<file path="config.mk">
export PLATFORM = sky130hd
export DESIGN_NAME = step_decoder
export DESIGN_NICKNAME = d
export VERILOG_FILES = /design/src/rtl/step_decoder.sv
export SDC_FILE = /design/constraint.sdc
export NUM_CORES = 1
export LEC_CHECK = 0
export CAP_MARGIN = 25
export CORE_MARGIN = 1.5
export CORE_UTILIZATION = 30
export DETAILED_ROUTE_END_ITERATION = 10
export PLACE_DENSITY_LB_ADDON = 0.3
export SLEW_MARGIN = 25
export SYNTH_ARGS = -nofsm -noshare
export SYNTH_HDL_FRONTEND = slang
export SYNTH_SLANG_ARGS = --single-unit
</file>
<file path="constraint.sdc">
create_clock -name clk -period 3.17 [get_ports clk]
set_input_delay 0.634 -clock clk [delete_from_list [all_inputs] [get_ports clk]]
set_output_delay 0.634 -clock clk [all_outputs]
set_load 0.005 [all_outputs]
</file>
<file path="src/rtl/step_decoder.sv">
// Purpose : decode a 4-phase stepper drive pattern into step pulses, direction,
//           position, speed class and a sticky sequencing-error flag.
// Latency : 1 cycle, all outputs registered; the edge that first samples a new q updates them.
// Backpressure: none; q is sampled every cycle and the block never stalls.
//
// Ports:
//   clk        in   system clock, all state changes on the rising edge
//   reset      in   asynchronous active-high reset
//   q          in   4-bit phase pattern from the stepper driver (synchronous to clk)
//   err_clr    in   synchronous clear of the sticky error flag
//   clockwise  out  direction of the last valid step (1 = clockwise)
//   moving     out  a valid step happened within the stop timeout
//   speed      out  00 stopped, 01 slow, 10 medium, 11 fast
//   position   out  signed-free step count, wraps modulo 2^POS_W
//   step_pulse out  one-cycle pulse per valid step
//   error      out  sticky illegal-pattern / skipped-phase flag
module step_decoder #(
  parameter int          POS_W  = 8,
  parameter int          PER_W  = 24,
  parameter int unsigned T_FAST = 2_500_000,
  parameter int unsigned T_MED  = 5_000_000,
  parameter int unsigned T_STOP = 25_000_000
) (
  input  logic             clk,
  input  logic             reset,
  input  logic [3:0]       q,
  input  logic             err_clr,
  output logic             clockwise,
  output logic             moving,
  output logic [1:0]       speed,
  output logic [POS_W-1:0] position,
  output logic             step_pulse,
  output logic             error
);

  typedef enum logic {
    IDLE  = 1'b0,   // no phase latched (coils off, after reset or after an illegal pattern)
    TRACK = 1'b1    // legal one-hot phase latched in q_dly_q
  } state_t;

  localparam logic [1:0] SPD_STOP = 2'b00;
  localparam logic [1:0] SPD_SLOW = 2'b01;
  localparam logic [1:0] SPD_MED  = 2'b10;
  localparam logic [1:0] SPD_FAST = 2'b11;

  // Thresholds clamped to what the period counter can represent. With the default
  // PER_W the stop timeout is larger than the counter range, so the counter
  // saturating is itself treated as having reached the stop timeout.
  localparam logic [63:0] PER_MAX = (64'd1 << PER_W) - 64'd1;
  localparam logic [PER_W-1:0] FAST_LIM =
    PER_W'((64'(T_FAST) > PER_MAX) ? PER_MAX : 64'(T_FAST));
  localparam logic [PER_W-1:0] MED_LIM =
    PER_W'((64'(T_MED) > PER_MAX) ? PER_MAX : 64'(T_MED));
  localparam logic [PER_W-1:0] STOP_LIM =
    PER_W'((64'(T_STOP) > PER_MAX) ? PER_MAX : 64'(T_STOP));

  state_t             state_q, state_d;
  logic [3:0]         q_dly_q;            // q delayed by one cycle: the latched phase while tracking
  logic [PER_W-1:0]   per_q, per_d;       // cycles since the last valid step
  logic [POS_W-1:0]   pos_q, pos_d;
  logic               cw_q, cw_d;
  logic               mov_q, mov_d;
  logic [1:0]         spd_q, spd_d;
  logic               stp_q, stp_d;
  logic               err_q, err_d;

  logic               q_onehot;
  logic               q_zero;
  logic [3:0]         cw_next;
  logic [3:0]         ccw_next;
  logic [3:0]         opp_phase;
  logic               step_cw;
  logic               step_ccw;
  logic               err_set;
  logic [PER_W-1:0]   per_inc;

  assign q_zero    = (q == 4'b0000);
  assign q_onehot  = (q == 4'b0001) || (q == 4'b0010) || (q == 4'b0100) || (q == 4'b1000);

  // Clockwise advances the active coil one bit to the left (1000 wraps to 0001).
  assign cw_next   = {q_dly_q[2:0], q_dly_q[3]};
  assign ccw_next  = {q_dly_q[0],   q_dly_q[3:1]};
  // Two positions away in either direction: a phase was skipped.
  assign opp_phase = {q_dly_q[1:0], q_dly_q[3:2]};

  assign per_inc   = (per_q == {PER_W{1'b1}}) ? per_q : per_q + 1'b1;

  // Phase decode: only a change of q relative to last cycle is an event, so a
  // pattern held steady (legal or not) never re-triggers anything.
  always_comb begin
    state_d  = state_q;
    step_cw  = 1'b0;
    step_ccw = 1'b0;
    err_set  = 1'b0;

    if (q != q_dly_q) begin
      if (!q_zero && !q_onehot) begin
        err_set = 1'b1;
        state_d = IDLE;
      end else begin
        unique case (state_q)
          IDLE: begin
            // First legal phase only latches; there is no previous phase to compare.
            if (q_onehot) begin
              state_d = TRACK;
            end
          end
          TRACK: begin
            if (q_zero) begin
              state_d = IDLE;
            end else if (q == cw_next) begin
              step_cw = 1'b1;
            end else if (q == ccw_next) begin
              step_ccw = 1'b1;
            end else if (q == opp_phase) begin
              // Skipped phase: direction is ambiguous, so no step, but the new
              // phase becomes the reference for the next change.
              err_set = 1'b1;
            end
          end
          default: state_d = IDLE;
        endcase
      end
    end
  end

  // Output / timing next-state.
  always_comb begin
    pos_d = pos_q;
    cw_d  = cw_q;
    mov_d = mov_q;
    spd_d = spd_q;
    stp_d = 1'b0;
    per_d = per_inc;
    // A new error in the same cycle as err_clr wins.
    err_d = err_set | (err_q & ~err_clr);

    if (step_cw || step_ccw) begin
      stp_d = 1'b1;
      cw_d  = step_cw;
      pos_d = step_cw ? pos_q + 1'b1 : pos_q - 1'b1;
      per_d = {{(PER_W-1){1'b0}}, 1'b1};
      mov_d = 1'b1;
      // Coming out of the stopped state the measured period is meaningless.
      if (!mov_q) begin
        spd_d = SPD_SLOW;
      end else if (per_q <= FAST_LIM) begin
        spd_d = SPD_FAST;
      end else if (per_q <= MED_LIM) begin
        spd_d = SPD_MED;
      end else begin
        spd_d = SPD_SLOW;
      end
    end else if (per_inc >= STOP_LIM) begin
      mov_d = 1'b0;
      spd_d = SPD_STOP;
    end
  end

  always_ff @(posedge clk or posedge reset) begin
    if (reset) begin
      state_q <= IDLE;
      q_dly_q <= 4'b0000;
      per_q   <= '0;
      pos_q   <= '0;
      cw_q    <= 1'b1;
      mov_q   <= 1'b0;
      spd_q   <= SPD_STOP;
      stp_q   <= 1'b0;
      err_q   <= 1'b0;
    end else begin
      state_q <= state_d;
      q_dly_q <= q;
      per_q   <= per_d;
      pos_q   <= pos_d;
      cw_q    <= cw_d;
      mov_q   <= mov_d;
      spd_q   <= spd_d;
      stp_q   <= stp_d;
      err_q   <= err_d;
    end
  end

  assign clockwise  = cw_q;
  assign moving     = mov_q;
  assign speed      = spd_q;
  assign position   = pos_q;
  assign step_pulse = stp_q;
  assign error      = err_q;

endmodule

</file>
---- After elaboration in Yosys (flattened, before gate mapping) ----
Index checks and enable logic that the tools add are counted.
word-level totals
  flip-flop bits (word level) ............. 43
  input port bits ......................... 7
  output and inout port bits .............. 14
cells by class
  $add $sub $neg .......................... 3
  magnitude comparators ................... 3
  equal/unequal tests ..................... 9
  mux-type cells .......................... 33
  bitwise operators ....................... 4
  reduce and logical (&&, ||, !) cells .... 9
operator list
  cell                                                                                count
  24-bit two-way mux                                                                  2
  24-bit by 1-bit adder with 24-bit output, second input constant                     1
  24-bit equality test, second input constant                                         1
  24-bit greater-or-equal comparator, second input constant                           1
  24-bit by 22-bit less-or-equal comparator with 1-bit output, second input constant  1
  24-bit by 23-bit less-or-equal comparator with 1-bit output, second input constant  1
  1-bit two-way mux                                                                   24
  4-bit equality test                                                                 3
  2-bit two-way mux                                                                   5
  8-bit by 1-bit adder with 8-bit output, second input constant                       1
  8-bit two-way mux                                                                   1
  8-bit by 1-bit subtractor with 8-bit output, second input constant                  1
  4-bit by 1-bit equality test with 1-bit output, second input constant               1
  4-bit by 2-bit equality test with 1-bit output, second input constant               1
  4-bit by 3-bit equality test with 1-bit output, second input constant               1
  4-bit equality test, second input constant                                          1
  4-bit logical NOT                                                                   1
  1-bit logical OR                                                                    4
  4-bit inequality test                                                               1
  1-bit logical NOT                                                                   2
  1-bit inverter                                                                      2
  1-bit case mux with 2 select lines                                                  1
  2-bit nonzero test                                                                  1
  1-bit AND                                                                           1
  other kinds (2)                                                                     2

---- Logic depth before layout (Yosys ltp) ----
Gate-level depths: netlist (run 1).
  depth after elaboration ................. 10
  mapped depth ............................ 13

---- Worst setup path after synthesis (run 1) ----
Ideal clock, no wire load.
  path kind ............................... in2reg
  start point ............................. input port q[0]
  end point ............................... register pos_q[7] (netlist: position[7])
  setup time .............................. 123 ps
  arrival time ............................ 3,045 ps
  required time ........................... 3,047 ps
  setup slack ............................. 2 ps
  stages .................................. 13
  cells stage by stage .................... buf_2 > xor2_1 > nor4_1 > and3b_1 > inv_1 > ha_1 > a21o_1 > a21oi_1 > o21ai_0 > o41ai_1 > xnor2_1 > nand2_1 > xnor2_1
between the ends
  cells in the longest elaborated chain, start to end .. 9
  elaborated cells between the ends (all ways) .. 27
  classes of those cells .................. eq/ne: 7; mux: 12; reduce/logical: 8
ends and longest elaborated chain
  what                                                                                                              line      RTL
  start, declared                                                                                                   26        input logic [3:0] q,
  4-bit by 1-bit equality test with 1-bit output or 4-bit by 2-bit equality test with 1-bit output (tied branches)  78        assign q_onehot = (q == 4'b0001) || (q == 4'b0010) || (q == 4'b0100) || (q == 4'b1000);
  1-bit logical OR (3 in a row)                                                                                     78
  1-bit logical NOT                                                                                                 97        if (!q_zero && !q_onehot) begin
  1-bit logical AND                                                                                                 97
  1-bit two-way mux                                                                                                 97
  1-bit two-way mux (*)                                                                                             96        if (q != q_dly_q) begin
  via step_cw                                                                                                       72        logic step_cw;
  8-bit two-way mux or 1-bit logical OR (tied branches)                                                             141, 138
  end signal, assigned                                                                                              175       pos_q <= pos_d;
  end, declared                                                                                                     60        logic [POS_W-1:0] pos_q, pos_d;
The timed path passes the listed nets; every way through them passes the cells marked *.
A chain may end at the register's enable or synchronous reset.

---- Worst setup path after layout (run 1) ----
  start point ............................. input port q[3]
  end point ............................... register pos_q[7] (netlist: position[7])
The elaborated chain is that of the path after synthesis.

==> results of run 1 <==
kinds of logic after synthesis:
logic type,count (synthesis),synth area share [%]
buffers and inverters,39,7.10
adder cells (fa/ha/maj),9,4.08
AND/OR/NAND/NOR,130,24.3
flip-flops,43,36.6
AO/OA/AOI/OAI,56,13.5
XOR/XNOR,41,12.2
multiplexers,6,2.21
repair_timing:
item	CTS	global route
pin swaps	2	4
resized for setup	5	7
setup endpoints to repair	1	3
hold buffers	0	0
setup buffers	0	1
critical path: cells and delay by family:
| kind | cells | cell delay [ns] |
|---|---|---|
| XOR/XNOR | 3 | 0.42 |
| adder cells (fa/ha/maj) | 1 | 0.27 |
| AO/OA/AOI/OAI | 4 | 0.67 |
| buffers and inverters | 3 | 0.68 |
| AND/OR/NAND/NOR | 3 | 0.54 |
cell usage in the layout, fill, tap and decap left out, types with 3 or more instances in the layout:
cell | Yosys | final
inv_1 | 14 | 13
ha_1 | 8 | 8
mux2_2 | 4 | 4
a31oi_1 | 5 | 5
clkdlybuf4s50_1 | 0 | 17
nor2_1 | 40 | 40
o21ai_0 | 15 | 14
nand4b_1 | 3 | 3
nand3_1 | 10 | 10
nor3_1 | 6 | 6
xor2_1 | 24 | 24
nand4_1 | 10 | 10
nand4_2 | 3 | 3
or4_1 | 3 | 3
nand2_1 | 27 | 27
nor4_1 | 8 | 8
xnor2_1 | 17 | 17
a21o_1 | 3 | 3
a21oi_1 | 7 | 5
a211oi_1 | 6 | 4
clkbuf_8 | 0 | 6
buf_4 | 7 | 27
dfrtp_1 | 42 | 42
layout make-up:
class,instances,area (um2),share of cell area [%]
multi-input cells,242,1690,48.3
flip-flops and latches,43,1080,30.8
repair buffers,48,418,11.9
well taps,129,161,4.61
clock buffers,6,82.6,2.36
inverters,14,53.8,1.54
clock inverters,2,16.3,0.464
power by group through the flow:
stage               combinational [mW]  sequential [mW]  clock [mW]
global route                      1.22             1.05       0.429
finish                            1.09             1.02       0.390
global placement                  1.01             1.01           0
CTS                               1.06             1.01       0.404
detailed placement                1.03             1.02           0
floorplan                        0.884            0.831           0
per-stage QoR:
stage	TNS (ns)	setup slack, ns
floorplan	0	0.00208
global placement	-0.707	-0.341
detailed placement	-0.778	-0.390
CTS	0	0.0260
global route	0	0.000960
finish	0	0.134
metal layers:
layer | vias up | GRT usage, % | routed length [um]
met4 | 0 | 4.32 | 97
met1 | 1160 | 19.1 | 3160
met5 | - | 0 | 0
met3 | 8 | 3.35 | 338
met2 | 51 | 22.9 | 3170
li1 | 1201 | - | -
state kept, by name, indices dropped and copies added (netlist names), 2 cells and up:
signal and cells:
per_q 24, q_dly_q 4, position 8, speed 2
worst max path at each step:
| stage | from | endpoint | slack [ns] | cells past startpoint |
|---|---|---|---|---|
| floorplan | q[0] | position[7]$_DFFE_PP0N_ | 0.002 | 13 |
| global route | q[3] | position[7]$_DFFE_PP0N_ | 0.001 | 14 |
| CTS | q[3] | position[7]$_DFFE_PP0N_ | 0.03 | 14 |
| detailed placement | q[2] | position[7]$_DFFE_PP0N_ | -0.39 | 14 |
| finish | q[3] | position[7]$_DFFE_PP0N_ | 0.13 | 14 |
| global placement | q[0] | position[7]$_DFFE_PP0N_ | -0.34 | 14 |
==> impl_metrics.py, run 1 <==
metrics = {
    "clock_tree": {
        "cts.root.buffer_cell": "clkbuf_8",
        "htreeDepth": 2,
        "cts-buffers-inserted": 5,
        "numClockSinks": 43,
        "worst_skew_pair.late_latency_ns": 0.30,
        "max-clock-path-buffers": 2,
        "clk_pin_slew_ns": 0.09,
        "cts_tree": "built",
    },
    "detailed_routing": {
        "drc": 0,
        "route.detailed.vias_per_inst": 5.00,
        "detailroute.via_count": 2420,
        "drt-initial-drc-count": 99,
        "ant_nets": 0,
        "drt-wirelength-per-cell_um": 14.0,
        "first_pass_iters": 4,
        "detail_route.wirelength_um": 6770,
    },
    "power": {
        "totalPowerFinal_mw": 2.50,
        "power.share.sequential_pct": 40.7,
        "switchingPower_uw": 995,
        "pwr-share-comb_pct": 43.7,
        "power_report.internal_total_mw": 1.50,
        "vdd.ir_drop.worst_mv": 0.433,
        "power_density_mw_per_mm2": 713,
        "clock_share_of_power_pct": 15.6,
        "sw_frac_of_total_pct": 39.9,
        "power.static_leakage_nw": 1.46,
    },
    "critical_path": {
        "r2r-end": "position[7]$_DFFE_PP0N_",
        "worst_r2r_path_depth": 13,
        "crit_chain": "clkdlybuf4s50_1 -> xor2_1 -> nor4_1 -> buf_4 -> and3b_1 -> inv_1 -> ha_1 -> a21o_1 -> a21oi_2 -> o21ai_2 -> o41ai_2 -> xnor2_1 -> nand2_1 -> xnor2_1",
        "worst_reg2reg_setup_slack_ns": 0.37,
        "criticalPathCategory": "in2reg",
        "worstSetupEndpointType": "flip-flop",
        "rr_startpoint": "q_dly_q[1]$_DFF_PP0_",
        "cpPeakStageDelay_ns": 0.43,
        "timing.critical_path.fanout_max": 3,
        "cpMaxStageDelayCell": "clkdlybuf4s50_1",
        "required_ns": 3.36,
        "worst_endpoint_data_arrival_time_ns": 3.23,
        "crit_path_frequent_cell": "xnor2_1",
        "critical_path.startpoint_type": "primary input",
    },
    "logic_synthesis": {
        "yosysTopAreaCellShare_pct": 35.7,
        "yosys_register_bits": 43,
        "synthTopCellsByCount": "dfrtp_1 (42), nor2_1 (40), nand2_1 (27), xor2_1 (24), xnor2_1 (17)",
        "yosysSeqAreaShare_pct": 36.6,
        "netlist-cell-type-count": 62,
        "synth_area_mm2": 0.00294,
        "yosys_most_used_dff": "dfrtp_1",
        "synth_area_leaders": "dfrtp_1 (36%), xor2_1 (7.1%), nor2_1 (5.1%), xnor2_1 (5.1%), nand2_1 (3.4%)",
        "netlist_instances": 324,
        "syn_nets": 340,
        "synth_edf_count": 0,
        "synthMostInstantiatedCell": "dfrtp_1",
        "synth.largest_area_cell": "dfrtp_1",
        "synth-async-reset-ratio_pct": 100,
        "yosys_warnings": 0,
        "synthesis.area_per_instance_um2": 9.08,
    },
    "floorplan": {
        "core_mm2": 0.00937,
        "floorplan.die.width_um": 102,
        "placement_rows": 35,
        "boundaryPins": 21,
        "initial_core_util_pct": 31.4,
        "fp.dieH_um": 102,
        "die_area_mm2": 0.0104,
    },
    "layout": {
        "fillerInstances": 987,
        "finalNetCount": 370,
        "layoutNonFillerInstCount": 484,
        "layout-drive-gt1-share_pct": 18.0,
        "fin_util_pct": 37.4,
        "layout.cell_area.non_filler_mm2": 0.00350,
        "diodes": 0,
        "areaGrowthSynthToFinish_pct": 19.0,
    },
    "min_path": {
        "min-delay-path-class": "reg2reg",
        "hold_path_startpoint": "position[7]$_DFFE_PP0N_",
        "min_delay_worst_endpoint": "position[7]$_DFFE_PP0N_",
        "worstHoldPathCells": 1,
    },
    "sta": {
        "max_clock_freq_ghz": 0.329,
        "slew_headroom_pct": 50.5,
        "layout_worst_path_cycle_share_pct": 95.8,
        "final_period_minus_worst_setup_slack_ns": 3.04,
        "final-hold-violation-count": 0,
        "fin_skew_ns": 0.00597,
        "finalSetupViolations": 0,
        "fin_hold_ws_ns": 0.502,
        "worst-slew-pin-transition_ns": 0.742,
        "rsz_0062_raised_after_global_routing": "no",
        "final-max-slew-violation-count": 0,
    },
    "placement": {
        "dpl_cell_area_mm2": 0.00335,
        "count_of_port_buffers_added_during_placement": 20,
        "gpl.final_weighted_congestion": 0.867,
        "dp_hpwl_um": 4810,
        "numPlacedInstances": 475,
    },
    "grt": {
        "groute.usage.overall_pct": 14.3,
        "grt_first_pass_wirelength_um": 11800,
        "grt.overflow.total": 0,
        "largest_net_degree_at_the_start_of_global_routing": 44,
        "grt_antenna_before_repair": 0,
        "grt_pass1_vias": 2409,
    },
    "run_status": {
        "status": "finished clean",
    },
    "job": {
        "maxCapViolations": 0,
    },
}
Power figures use the tool's default switching activity.
==> run 2: changes to the inputs <==
- CORE_ASPECT_RATIO: default -> 1.75
- clock period: 3.17 -> 2.72 ns (I/O delays scaled with it)
==> run 2 against run 1 <==
Against the previous run: final area grew 4.9%; first-iteration DRC count did not move; non-clock buffer count grew 14; sequential power rose by 9%; critical path depth decreased by 2; largest power group unchanged; highest routed layer unchanged.
==> impl_metrics.py, run 2 (same netlist as run 1, synthesis figures left out) <==
metrics = {
    "power": {
        "power_report.internal_total_mw": 2.05,
        "vdd.ir_drop.worst_mv": 0.408,
        "sw_frac_of_total_pct": 37.5,
        "switchingPower_mw": 1.23,
        "power_density_mw_per_mm2": 895,
        "power.static_leakage_nw": 1.53,
        "clock_share_of_power_pct": 21.1,
        "pwr-share-comb_pct": 45.1,
        "power.share.sequential_pct": 33.8,
    },
    "clock_tree": {
        "cts.root.buffer_cell": "clkbuf_16",
        "numClockSinks": 43,
        "cts-buffers-inserted": 5,
        "htreeDepth": 2,
        "cts-hold-fix-buffers": 0,
        "worst_skew_pair.late_latency_ns": 0.29,
        "clk_pin_slew_ns": 0.06,
        "max-clock-path-buffers": 2,
        "cts_tree": "built",
    },
    "placement": {
        "gpl.final_weighted_congestion": 0.859,
        "dpl_cell_area_mm2": 0.00348,
        "dp_hpwl_um": 5780,
        "count_of_port_buffers_added_during_placement": 20,
    },
    "critical_path": {
        "criticalPathCategory": "reg2reg",
        "worst_endpoint_data_arrival_time_ns": 2.76,
        "critical_path.startpoint_type": "flip-flop",
        "worstSetupEndpointType": "flip-flop",
        "rr_startpoint": "q_dly_q[3]$_DFF_PP0_",
        "crit_path_frequent_cell": "xnor2_1",
        "cpPeakStageDelay_ns": 0.45,
        "critical-path-top-delay-family": "compound AO/OA/AOI/OAI gates",
        "crit_chain": "xor2_1 -> nor4_2 -> and3b_2 -> inv_4 -> ha_4 -> a21o_1 -> a21oi_2 -> o21ai_2 -> o41ai_2 -> xnor2_1 -> nand2_1 -> xnor2_1",
        "timing.critical_path.fanout_max": 5,
        "critPathLaunch": "q_dly_q[3]$_DFF_PP0_",
        "cpMaxStageDelayCell": "dfrtp_2",
        "crit_buf_inv": 1,
        "required_ns": 2.90,
    },
    "detailed_routing": {
        "drc": 0,
        "route.detailed.vias_per_inst": 5.16,
        "detail_route.wirelength_um": 7590,
        "ant_nets": 0,
        "drt-initial-drc-count": 99,
        "drt-wirelength-per-cell_um": 15.5,
        "first_pass_iters": 4,
        "detailroute.via_count": 2536,
    },
    "floorplan": {
        "die_area_mm2": 0.0104,
        "boundaryPins": 21,
        "floorplan.die.width_um": 77.9,
        "fp.dieH_um": 134,
        "initial_core_util_pct": 30.9,
        "placement_rows": 47,
        "core_mm2": 0.00953,
    },
    "sta": {
        "layout_worst_path_cycle_share_pct": 95.1,
        "worst-slew-pin-transition_ns": 0.714,
        "final-max-slew-violation-count": 0,
        "final_period_minus_worst_setup_slack_ns": 2.59,
        "fin_skew_ns": 0.00645,
        "slew_headroom_pct": 52.3,
        "finalSetupViolations": 0,
        "final-hold-violation-count": 0,
        "max_clock_freq_ghz": 0.387,
        "rsz_0062_raised_after_global_routing": "no",
    },
    "layout": {
        "largest-register": "per_q",
        "areaGrowthSynthToFinish_pct": 24.8,
        "largest_register_ffs": 24,
        "fin_util_pct": 38.5,
        "finalNetCount": 384,
        "final_common_cell": "buf_4",
        "diodes": 0,
        "layout.cell_area.non_filler_mm2": 0.00367,
        "final_cell_mix": "buf_4 (42), dfrtp_1 (41), nor2_1 (40), nand2_1 (27), xor2_1 (24)",
        "layout-drive-gt1-share_pct": 24.1,
    },
    "grt": {
        "grt_first_pass_wirelength_um": 12700,
        "grt.overflow.total": 0,
        "grt_antenna_before_repair": 0,
        "grt_pass1_vias": 2652,
        "largest_net_degree_at_the_start_of_global_routing": 23,
        "groute.usage.overall_pct": 15.4,
    },
    "job": {
        "maxCapViolations": 0,
    },
    "min_path": {
        "hold_path_startpoint": "q[0]",
        "min-delay-path-class": "in2reg",
    },
    "run_status": {
        "status": "finished clean",
    },
}
run 2: cell count changes in the layout (fill, tap and decap cells not counted), moves of 2 or more:
cell            delta
clkbuf_2           +2
clkbuf_16          +5
buf_2              +2
ha_1               -2
dlymetal6s2s_1     -2
ha_4               +2
clkbuf_8           -6
buf_4             +15
run 2: area by class of cell:
type,instances,area (um2)
Sequential cell,43,1080
Tap cell,122,153
Multi-Input combinational cell,242,1720
Inverter,14,55.1
Fill cell,972,5850
Clock inverter,2,37.5
Clock buffer,6,129
Timing Repair Buffer,62,495
run 2: path summary, 6_finish.rpt:
check	end	slack (ns)	cells past startpoint
worst max-delay path	position[7]$_DFFE_PP0N_	0.13	12
worst min-delay path	q_dly_q[0]$_DFF_PP0_	0.45	1
worst max register to register	position[7]$_DFFE_PP0N_	0.13	12
worst min register to register	position[7]$_DFFE_PP0N_	0.52	1
max in group asynchronous	clockwise$_DFFE_PP1N_	1.48	3
min in group asynchronous	per_q[19]$_DFF_PP0_	0.61	2
run 2: power groups by stage:
stage | clock (mW) | combinational (mW) | sequential, mW
final | 0.695 | 1.48 | 1.11
after global routing | 0.737 | 1.64 | 1.14
after CTS | 0.717 | 1.48 | 1.11
after detailed placement | 0 | 1.47 | 1.12
after global placement | 0 | 1.43 | 1.12
after floorplan | 0 | 1.10 | 0.973
run 2: worst reg2reg max path: stages (launching register included):
cell and delay (ns):
dfrtp_2 0.45, xor2_1 0.18, nor4_2 0.27, and3b_2 0.27, inv_4 0.07, ha_4 0.21, a21o_1 0.16, a21oi_2 0.17
o21ai_2 0.09, o41ai_2 0.25, xnor2_1 0.16, nand2_1 0.08, xnor2_1 0.13
run 2: per-layer routing:
layer | vias up | global-route usage (%) | part of all wire [%]
met4 | 0 | 8.38 | 3.0
met2 | 41 | 29.9 | 57
li1 | 1238 | - | -
met3 | 17 | 1.84 | 2.3
met1 | 1240 | 15.5 | 38
met5 | - | 0 | 0
run 2: repair_timing:
action / CTS / global route
resized for setup: 8 / 13
pin swaps: 3 / 5
setup buffers: 2 / 2
setup endpoints to repair: 4 / 2
run 2: metrics by stage:
step / std cells / power (mW) / hold WS (ns) / TNS (ns) / worst slack (ns)
4_1_cts: 489 / 3.30 / 0.522 / 0 / 0.0298
2_1_floorplan: 324 / 2.07 / 0.468 / -0.0655 / -0.0655
3_3_place_gp: 479 / 2.55 / 0.485 / -2.11 / -0.517
6_report: 491 / 3.29 / 0.448 / 0 / 0.133
5_1_grt: 491 / 3.52 / 0.447 / 0 / 0.00108
3_5_place_dp: 479 / 2.59 / 0.508 / -2.89 / -0.648
==> run 3: changes to the inputs <==
- CORE_MARGIN: 1.5 -> 3
==> run 3 against run 2 <==
Against the previous run: sequential share of layout area down 0.28 points; register-to-register slack worse by 0.02 ns; final cell count up 0.20%; sequential power about the same; hold slack better by 0.0083 ns; via count down 0.47%; largest power group unchanged; critical path depth unchanged.
==> impl_metrics.py, run 3 (same netlist as run 1, synthesis figures left out) <==
metrics = {
    "run_status": {
        "status": "finished clean",
    },
    "clock_tree": {
        "worst_skew_pair.late_latency_ns": 0.29,
        "cts_tree": "built",
        "numClockSinks": 43,
        "htreeDepth": 2,
        "cts.root.buffer_cell": "clkbuf_16",
        "cts-buffers-inserted": 5,
        "clk_pin_slew_ns": 0.07,
        "max-clock-path-buffers": 2,
    },
    "layout": {
        "largest_register_ffs": 24,
        "diodes": 0,
        "areaGrowthSynthToFinish_pct": 26.0,
        "layout-drive-gt1-share_pct": 24.1,
        "largest-register": "per_q",
        "final_common_cell": "buf_4",
        "layout.cell_area.non_filler_mm2": 0.00371,
        "finalNetCount": 385,
        "fin_util_pct": 38.9,
        "final_cell_mix": "buf_4 (43), dfrtp_1 (41), nor2_1 (40), nand2_1 (27), xor2_1 (24)",
    },
    "floorplan": {
        "initial_core_util_pct": 30.9,
        "placement_rows": 47,
        "boundaryPins": 21,
        "core_mm2": 0.00953,
        "fp.dieH_um": 137,
        "die_area_mm2": 0.0111,
        "floorplan.die.width_um": 80.9,
    },
    "grt": {
        "grt_pass1_vias": 2626,
        "grt_antenna_before_repair": 0,
        "groute.usage.overall_pct": 14.6,
        "use_met2_pct": 27.3,
        "grt.overflow.total": 0,
        "grtUsageMet1_pct": 15.5,
        "top_usage_layer": "met2",
        "met3_layer_usage_reported_by_global_route_pct": 1.78,
        "largest_net_degree_at_the_start_of_global_routing": 22,
        "grt_first_pass_wirelength_um": 12600,
    },
    "min_path": {
        "min-delay-path-class": "in2reg",
    },
    "sta": {
        "max_clock_freq_ghz": 0.384,
        "worst-slew-pin-transition_ns": 0.757,
        "layout_worst_path_cycle_share_pct": 95.7,
        "final-max-slew-violation-count": 0,
        "finalSetupViolations": 0,
        "final-hold-violation-count": 0,
        "slew_headroom_pct": 49.4,
        "final_period_minus_worst_setup_slack_ns": 2.60,
        "fin_skew_ns": 0.00679,
    },
    "power": {
        "vdd.ir_drop.worst_mv": 0.513,
        "power_density_mw_per_mm2": 906,
        "power.static_leakage_nw": 1.57,
        "totalPowerFinal_mw": 3.36,
    },
    "placement": {
        "dpl_cell_area_mm2": 0.00349,
        "gpl.final_weighted_congestion": 0.845,
        "count_of_port_buffers_added_during_placement": 20,
        "dp_hpwl_um": 5680,
    },
    "detailed_routing": {
        "route.detailed.vias_per_inst": 5.13,
        "first_pass_iters": 4,
        "detail_route.wirelength_um": 7540,
        "drc": 0,
        "ant_nets": 0,
        "detailroute.via_count": 2524,
        "drt-wirelength-per-cell_um": 15.3,
        "drt-initial-drc-count": 164,
    },
    "critical_path": {
        "criticalPathCategory": "reg2reg",
        "critical_path.startpoint_type": "flip-flop",
        "critical-path-top-delay-family": "simple AND/OR/NAND/NOR gates",
        "cpMaxStageDelayCell": "dfrtp_2",
        "crit_chain": "xor2_1 -> nor4_2 -> and3b_2 -> inv_4 -> ha_4 -> a21o_1 -> a21oi_2 -> o21ai_2 -> o41ai_2 -> xnor2_1 -> nand2_1 -> xnor2_1",
        "worst_reg2reg_setup_slack_ns": 0.12,
        "timing.critical_path.fanout_max": 5,
        "crit_path_frequent_cell": "xnor2_1",
        "required_ns": 2.90,
        "cpPeakStageDelay_ns": 0.45,
        "crit_buf_inv": 1,
        "worstSetupEndpointType": "flip-flop",
        "worst_endpoint_data_arrival_time_ns": 2.78,
    },
    "job": {
        "maxCapViolations": 0,
    },
}
[run 3: worst reg2reg max path, cell delays in order (launching register included)]
cell	delay, ns
dfrtp_2	0.45
xor2_1	0.18
nor4_2	0.32
and3b_2	0.27
inv_4	0.07
ha_4	0.20
a21o_1	0.16
a21oi_2	0.15
o21ai_2	0.08
o41ai_2	0.25
xnor2_1	0.16
nand2_1	0.08
xnor2_1	0.12
[run 3: where the power goes]
part           switching, mW  internal [mW]
registers              0.270          0.837
clock network          0.258          0.527
logic                  0.692          0.776
total                   1.22           2.14
[run 3: path summary, 6_finish.rpt]
check,from,end,depth (start not counted)
max,q_dly_q[3]$_DFF_PP0_,position[7]$_DFFE_PP0N_,12
min,q[0],q_dly_q[0]$_DFF_PP0_,1
max reg2reg,q_dly_q[3]$_DFF_PP0_,position[7]$_DFFE_PP0N_,12
min reg2reg,position[7]$_DFFE_PP0N_,position[7]$_DFFE_PP0N_,1
max in group asynchronous,reset,clockwise$_DFFE_PP1N_,3
min in group asynchronous,reset,per_q[1]$_DFF_PP0_,2
[run 3: stage by stage]
step	std cells	TNS, ns	setup WS, ns	hold WS, ns
floorplan	324	-0.0655	-0.0655	0.468
global placement	481	-1.64	-0.514	0.477
global route	492	-0.0442	-0.0262	0.453
detailed placement	481	-2.00	-0.586	0.475
finish	492	0	0.116	0.456
CTS	491	0	0.00761	0.483
[run 3: layout make-up]
class,instances,area [um2]
clock buffer,6,129
clock inverter,2,60.1
fill,975,5820
inverter,14,55.1
multi-input combinational,242,1730
sequential,43,1080
tap,122,153
timing repair buffer,63,503
[run 3: layer usage]
metal  vias to the layer above  wire, um  part of all wire [%]
met2                        47      4190                    56
met3                        19       132                   1.8
met1                      1224      2950                    39
met5                         -         0                     0
met4                         0       269                   3.6
li1                       1234         -                     -
[run 3: timing repair]
action / CTS / global route
buffers inserted: 2 / 1
resized for setup: 7 / 11
endpoints found under the hold margin: 0 / 0
hold buffers: 0 / 0
setup endpoints to repair: 4 / 4
pin swaps: 4 / 5
